### config.mk
export PLATFORM = sky130hd
export DESIGN_NAME = shift_reg_receiver
export DESIGN_NICKNAME = d
export VERILOG_FILES = /design/src/rtl/shift_reg_pkg.sv /design/src/rtl/sync_edge_detect.sv /design/src/rtl/shift_reg_receiver.sv
export SDC_FILE = /design/constraint.sdc
export NUM_CORES = 1
export LEC_CHECK = 0
export ABC_AREA = 1
export CAP_MARGIN = 15
export CORE_ASPECT_RATIO = 1.1
export CORE_MARGIN = 10
export CORE_UTILIZATION = 45
export CTS_CLUSTER_SIZE = 16
export DETAILED_ROUTE_END_ITERATION = 8
export PLACE_DENSITY_LB_ADDON = 0.15
export SETUP_SLACK_MARGIN = 0.3
export SKIP_CTS_REPAIR_TIMING = 1
export SYNTH_ARGS = -nofsm -noshare
export SYNTH_HDL_FRONTEND = slang
export SYNTH_SLANG_ARGS = --single-unit
### constraint.sdc
create_clock -name i_clk -period 1.35 [get_ports i_clk]
set_input_delay 0.27 -clock i_clk [delete_from_list [all_inputs] [get_ports i_clk]]
set_output_delay 0.27 -clock i_clk [all_outputs]
set_load 0.1 [all_outputs]
### src/rtl/shift_reg_pkg.sv
// Constants shared by the shift-register link transmitter and receiver.
// The word width is always a power of two, derived from DATA_WIDTH.
package shift_reg_pkg;

  localparam int DEFAULT_DATA_WIDTH  = 4;
  localparam int DEFAULT_SYNC_STAGES = 2;

  function automatic int word_width(input int data_width);
    return 1 << data_width;
  endfunction

endpackage

### src/rtl/sync_edge_detect.sv
// Multi-flop synchronizer for one asynchronous pin, with a rising-edge flag
// derived from the synchronized level and its one-cycle-delayed copy.
module sync_edge_detect
  import shift_reg_pkg::*;
#(
  parameter int SYNC_STAGES = DEFAULT_SYNC_STAGES
) (
  input  logic i_clk,
  input  logic i_reset_n,
  input  logic i_pin,
  output logic o_level,
  output logic o_rise
);

  logic [SYNC_STAGES-1:0] sync_q;
  logic                   prev_q;

  // Synchronizer chain plus the previous synced level for edge detection
  always_ff @(posedge i_clk or negedge i_reset_n) begin
    if (!i_reset_n) begin
      sync_q <= '0;
      prev_q <= 1'b0;
    end else begin
      sync_q <= {sync_q[SYNC_STAGES-2:0], i_pin};
      prev_q <= sync_q[SYNC_STAGES-1];
    end
  end

  assign o_level = sync_q[SYNC_STAGES-1];
  assign o_rise  = sync_q[SYNC_STAGES-1] & ~prev_q;

endmodule

### src/rtl/shift_reg_receiver.sv
// Serial-to-parallel receiver for the data/shift-clock/latch link: shifts on
// each synced shift-clock rise, presents the word and a frame check on latch.
module shift_reg_receiver
  import shift_reg_pkg::*;
#(
  parameter int DATA_WIDTH  = DEFAULT_DATA_WIDTH,
  parameter int SYNC_STAGES = DEFAULT_SYNC_STAGES
) (
  input  logic                               i_clk,
  input  logic                               i_reset_n,
  input  logic                               i_ds,
  input  logic                               i_sh_clk,
  input  logic                               i_sh_latch,
  output logic [word_width(DATA_WIDTH)-1:0]  o_data,
  output logic                               o_valid,
  output logic                               o_frame_err,
  output logic [DATA_WIDTH:0]                o_bit_count
);

  localparam int W          = word_width(DATA_WIDTH);
  localparam int CNT_W      = DATA_WIDTH + 1;
  localparam int ARM_CYCLES = SYNC_STAGES + 1;
  localparam int ARM_W      = $clog2(ARM_CYCLES + 1);

  logic ds_level_s, sh_level_s, sh_rise_raw_s, latch_level_s, latch_rise_raw_s;
  logic armed_s, sh_rise_s, latch_rise_s;

  logic [ARM_W-1:0] arm_q, arm_d;
  logic [W-1:0]     shift_q, shift_d;
  logic [CNT_W-1:0] cnt_q, cnt_d;
  logic [W-1:0]     data_q, data_d;
  logic             valid_q, valid_d;
  logic             ferr_q, ferr_d;

  sync_edge_detect #(.SYNC_STAGES(SYNC_STAGES)) u_sync_ds (
    .i_clk(i_clk), .i_reset_n(i_reset_n), .i_pin(i_ds),
    .o_level(ds_level_s), .o_rise()
  );

  sync_edge_detect #(.SYNC_STAGES(SYNC_STAGES)) u_sync_sh_clk (
    .i_clk(i_clk), .i_reset_n(i_reset_n), .i_pin(i_sh_clk),
    .o_level(sh_level_s), .o_rise(sh_rise_raw_s)
  );

  sync_edge_detect #(.SYNC_STAGES(SYNC_STAGES)) u_sync_latch (
    .i_clk(i_clk), .i_reset_n(i_reset_n), .i_pin(i_sh_latch),
    .o_level(latch_level_s), .o_rise(latch_rise_raw_s)
  );

  // Edges are ignored until the synchronizers have filled with real pin values
  assign armed_s      = (arm_q == ARM_W'(ARM_CYCLES));
  assign sh_rise_s    = sh_rise_raw_s & armed_s;
  assign latch_rise_s = latch_rise_raw_s & armed_s;

  // Next-state: shift is applied before latch so a coincident latch sees the new bit
  always_comb begin
    arm_d   = arm_q;
    shift_d = shift_q;
    cnt_d   = cnt_q;
    data_d  = data_q;
    valid_d = 1'b0;
    ferr_d  = 1'b0;

    if (!armed_s) begin
      arm_d = arm_q + ARM_W'(1);
    end else begin
      arm_d = arm_q;
    end

    if (sh_rise_s) begin
      shift_d = {shift_q[W-2:0], ds_level_s};
      if (cnt_q != {CNT_W{1'b1}}) begin
        cnt_d = cnt_q + CNT_W'(1);
      end else begin
        cnt_d = cnt_q;
      end
    end else begin
      shift_d = shift_q;
    end

    if (latch_rise_s) begin
      data_d  = shift_d;
      valid_d = 1'b1;
      ferr_d  = (cnt_d != CNT_W'(W));
      cnt_d   = '0;
    end else begin
      data_d  = data_q;
    end
  end

  // State and output registers
  always_ff @(posedge i_clk or negedge i_reset_n) begin
    if (!i_reset_n) begin
      arm_q   <= '0;
      shift_q <= '0;
      cnt_q   <= '0;
      data_q  <= '0;
      valid_q <= 1'b0;
      ferr_q  <= 1'b0;
    end else begin
      arm_q   <= arm_d;
      shift_q <= shift_d;
      cnt_q   <= cnt_d;
      data_q  <= data_d;
      valid_q <= valid_d;
      ferr_q  <= ferr_d;
    end
  end

  assign o_data      = data_q;
  assign o_valid     = valid_q;
  assign o_frame_err = ferr_q;
  assign o_bit_count = cnt_q;

  // Synced levels are only consumed through their edge flags
  logic unused_levels_s;
  assign unused_levels_s = sh_level_s ^ latch_level_s;

endmodule

==> results of run 1 <==
worst register-to-register path, stage by stage (launching register included):
cell	delay [ns]
dfrtp_1	0.40
ha_4	0.17
nand2_4	0.06
nor2_4	0.19
buf_6	0.14
nand3_2	0.07
nand2_1	0.09
nand3_1	0.07
nor2_1	0.12
nor2_1	0.05
kinds of logic after synthesis:
| group | after synthesis | synth area share (%) |
|---|---|---|
| AND/OR/NAND/NOR | 99 | 21.4 |
| flip-flops | 49 | 65.8 |
| AO/OA/AOI/OAI | 19 | 5.77 |
| buffers and inverters | 18 | 4.63 |
| adder cells (fa/ha/maj) | 2 | 1.34 |
| XOR/XNOR | 1 | 0.470 |
| multiplexers | 1 | 0.604 |
sequential cells by signal, summed over array words and instances, names as in the netlist:
signal / count
o_data: 16
o_bit_count: 5
u_sync_sh_clk.sync_q: 2
arm_q: 2
u_sync_sh_clk.prev_q: 1
shift_q: 16
u_sync_latch.prev_q: 1
o_frame_err: 1
u_sync_ds.sync_q: 2
u_sync_latch.sync_q: 2
o_valid: 1
how the worst max path moves through the flow:
stage / endpoint / slack, ns / cells after the start
finish: o_frame_err / -0.11 / 9
global route: o_frame_err / -0.26 / 10
CTS: o_frame_err / -0.18 / 10
detailed placement: o_frame_err / -0.17 / 10
global placement: o_frame_err / -0.03 / 9
floorplan: o_frame_err / -0.11 / 10
cell usage after synthesis, drive strengths merged:
cell,number,area [um2]
mux2,1,11.3
dfrtp,49,1230
clkbuf,1,3.75
inv,11,41.3
nand3b,3,22.5
clkinv,1,3.75
ha,2,25.0
nand2,73,277
buf,5,37.5
nor2,20,85.1
a21oi,1,5.00
xnor2,1,8.76
o21ai,8,40.0
nand3,3,15.0
a31oi,10,62.6
per-layer routing:
| metal | part of all wire (%) | vias to the layer above | track usage [%] |
|---|---|---|---|
| met5 | 0 | - | 0 |
| met1 | 38 | 755 | 11.5 |
| li1 | - | 696 | - |
| met2 | 54 | 34 | 19.8 |
| met3 | 5.6 | 10 | 5.17 |
| met4 | 2.3 | 0 | 4.88 |
per-stage QoR:
| stage | hold WS [ns] | setup TNS [ns] |
|---|---|---|
| 6_report | 0.355 | -1.45 |
| 5_1_grt | 0.371 | -4.52 |
| 4_1_cts | -0.0458 | -1.20 |
| 3_5_place_dp | 0.274 | -0.731 |
| 3_3_place_gp | 0.275 | -0.0352 |
| 2_1_floorplan | -0.0256 | -0.111 |
power by group through the flow:
stage	registers, mW	clock network, mW	logic [mW]
floorplan	2.52	0	0.255
global placement	1.87	0	1.49
detailed placement	1.88	0	1.51
CTS	1.85	1.08	1.51
global route	1.92	1.15	1.70
finish	1.89	1.08	1.62
layout make-up:
| class | instances | area [um2] | share of cell area, % |
|---|---|---|---|
| clock inverter | 1 | 30.0 | 1.00 |
| clock buffer | 7 | 86.3 | 2.88 |
| timing repair inverter | 1 | 20.0 | 0.668 |
| inverter | 12 | 60.1 | 2.00 |
| multi-input combinational | 123 | 768 | 25.6 |
| timing repair buffer | 47 | 703 | 23.5 |
| sequential | 49 | 1260 | 42.2 |
| tap | 52 | 65.1 | 2.17 |
cell usage in the layout, fill, tap and decap left out, drive strengths merged, types with 7 or more instances in the layout:
master and instances:
clkbuf 7, inv 12, dfrtp 49, o21ai 8, buf 43, a31oi 10, nand2 73, nor2 21
==> results.ini, run 1 <==
[outcome]
status = complete, but fails checks
violations = setup timing

[global_routing]
grt_max_degree = 50
grt-ovfl-total = 0
grt_pass1_wl_um = 6510
grt_pass1_vias = 1483
grt.total_usage_pct = 11.4
antenna_found_initial = 0

[floorplan]
die-area_um2 = 7120
die_h_um = 87.5
die_x_um = 81.4
coreArea_um2 = 3990
pin_count = 28
initial_core_util_pct = 46.7
row_count = 24

[clocking]
tritoncts = yes
cts_made_buffers = 5
clkTransAtPathRegs_ns = 0.09
cts.path.max_buffers = 2
cts_sinks = 49
cts.htree.levels = 2
cts-root-buf = clkbuf_8
clk_latency_ns = 0.30

[setup_path]
startpoint = arm_q[1]
path_cells = ha_4 > nand2_4 > nor2_4 > buf_6 > nand3_2 > nand2_1 > nand3_1 > nor2_1 > nor2_1
worstPathMaxFanout = 5
cp_top_family = simple AND/OR/NAND/NOR gates
path_class = flip-flop to flip-flop
rrSetupSlack_ns = -0.11
worstSetupEndpointType = flip-flop
cp.arrival_ns = 1.66
reg2reg_to = o_frame_err
crit_required_ns = 1.55
cpPeakStageDelay_ns = 0.40
cpMaxStageDelayCell = dfrtp_1
rr_worst_depth = 9
r2r_start = arm_q[1]
cpMostUsedCell = nor2_1
critPathLaunchType = flip-flop
critPathBufInv = 1

[pwr]
power.total_mw = 4.60
p_comb_share_pct = 35.3
p_sw_mw = 1.72
clkPwrFrac_pct = 23.6
power_density_nw_per_um2 = 1540
ir_worst_vdd_v = 0.000952
p_sw_share_pct = 37.5
p_int_mw = 2.88
total_leakage_power_nw = 1.40
seqPwrFrac_pct = 41.1

[route]
routed_wl_um = 4570
dr.pass1.iters = 4
vias_per_cell = 5.12
drc = 0
vias = 1495
antenna_left = 0
wire_per_inst_um = 15.6
drt_iter0_drc = 121

[finish]
post-route-cell-area_um2 = 3000
fill_cells = 248
diodes = 0
synthToLayoutAreaGrowth_pct = 60.7
fin_cells = 292
post-route-util_pct = 75.0
nets = 246
drive_gt1_share_pct = 49.6

[logic_synthesis]
netlist_area_um2 = 1860
netlist_instances = 189
avgSynthCellArea_um2 = 9.86
yosysSeqAreaShare_pct = 65.8
ys_ff_latch = 49
ys.warnings.count = 0
synth_nets = 196
ys_types = 19

[timing]
finalClockSkew_ns = 0.00893
period_share_pct = 108
finalSetupViolCount = 28
period_needed_ns = 1.46
drv_slew = 0
setup_ws_ns = -0.114
rsz0062_at_grt = yes
hold_viol_final = 0
tightest_slew_ns = 0.256
timing.fmax_mhz = 683
relSlewSlack_pct = 82.9

[placement]
dp_cells = 273
portBuffers = 27
routabilityCongestion = 0.852
dp.final_hpwl_um = 2710
placed_area_um2 = 2570
dp_slack_ns = -0.168

[min_path]
min_to = u_sync_ds.sync_q[1]
whs_path_depth = 0
min-delay-path-class = flip-flop to flip-flop
min-delay-start = u_sync_ds.sync_q[0]

[run]
max_cap_viol_count = 0

No activity file was read; power rests on OpenSTA's default activity.
==> inputs of run 2 (changes only) <==
--- a/config.mk
+++ b/config.mk
@@ -10,8 +10,8 @@
 export CORE_ASPECT_RATIO = 1.1
 export CORE_MARGIN = 10
 export CORE_UTILIZATION = 45
-export CTS_CLUSTER_SIZE = 16
 export DETAILED_ROUTE_END_ITERATION = 8
+export HOLD_SLACK_MARGIN = 0.06
 export PLACE_DENSITY_LB_ADDON = 0.15
 export SETUP_SLACK_MARGIN = 0.3
 export SKIP_CTS_REPAIR_TIMING = 1
==> results of run 2 <==
Same layout as run 1: the final DEF is identical, and so are final timing and power.
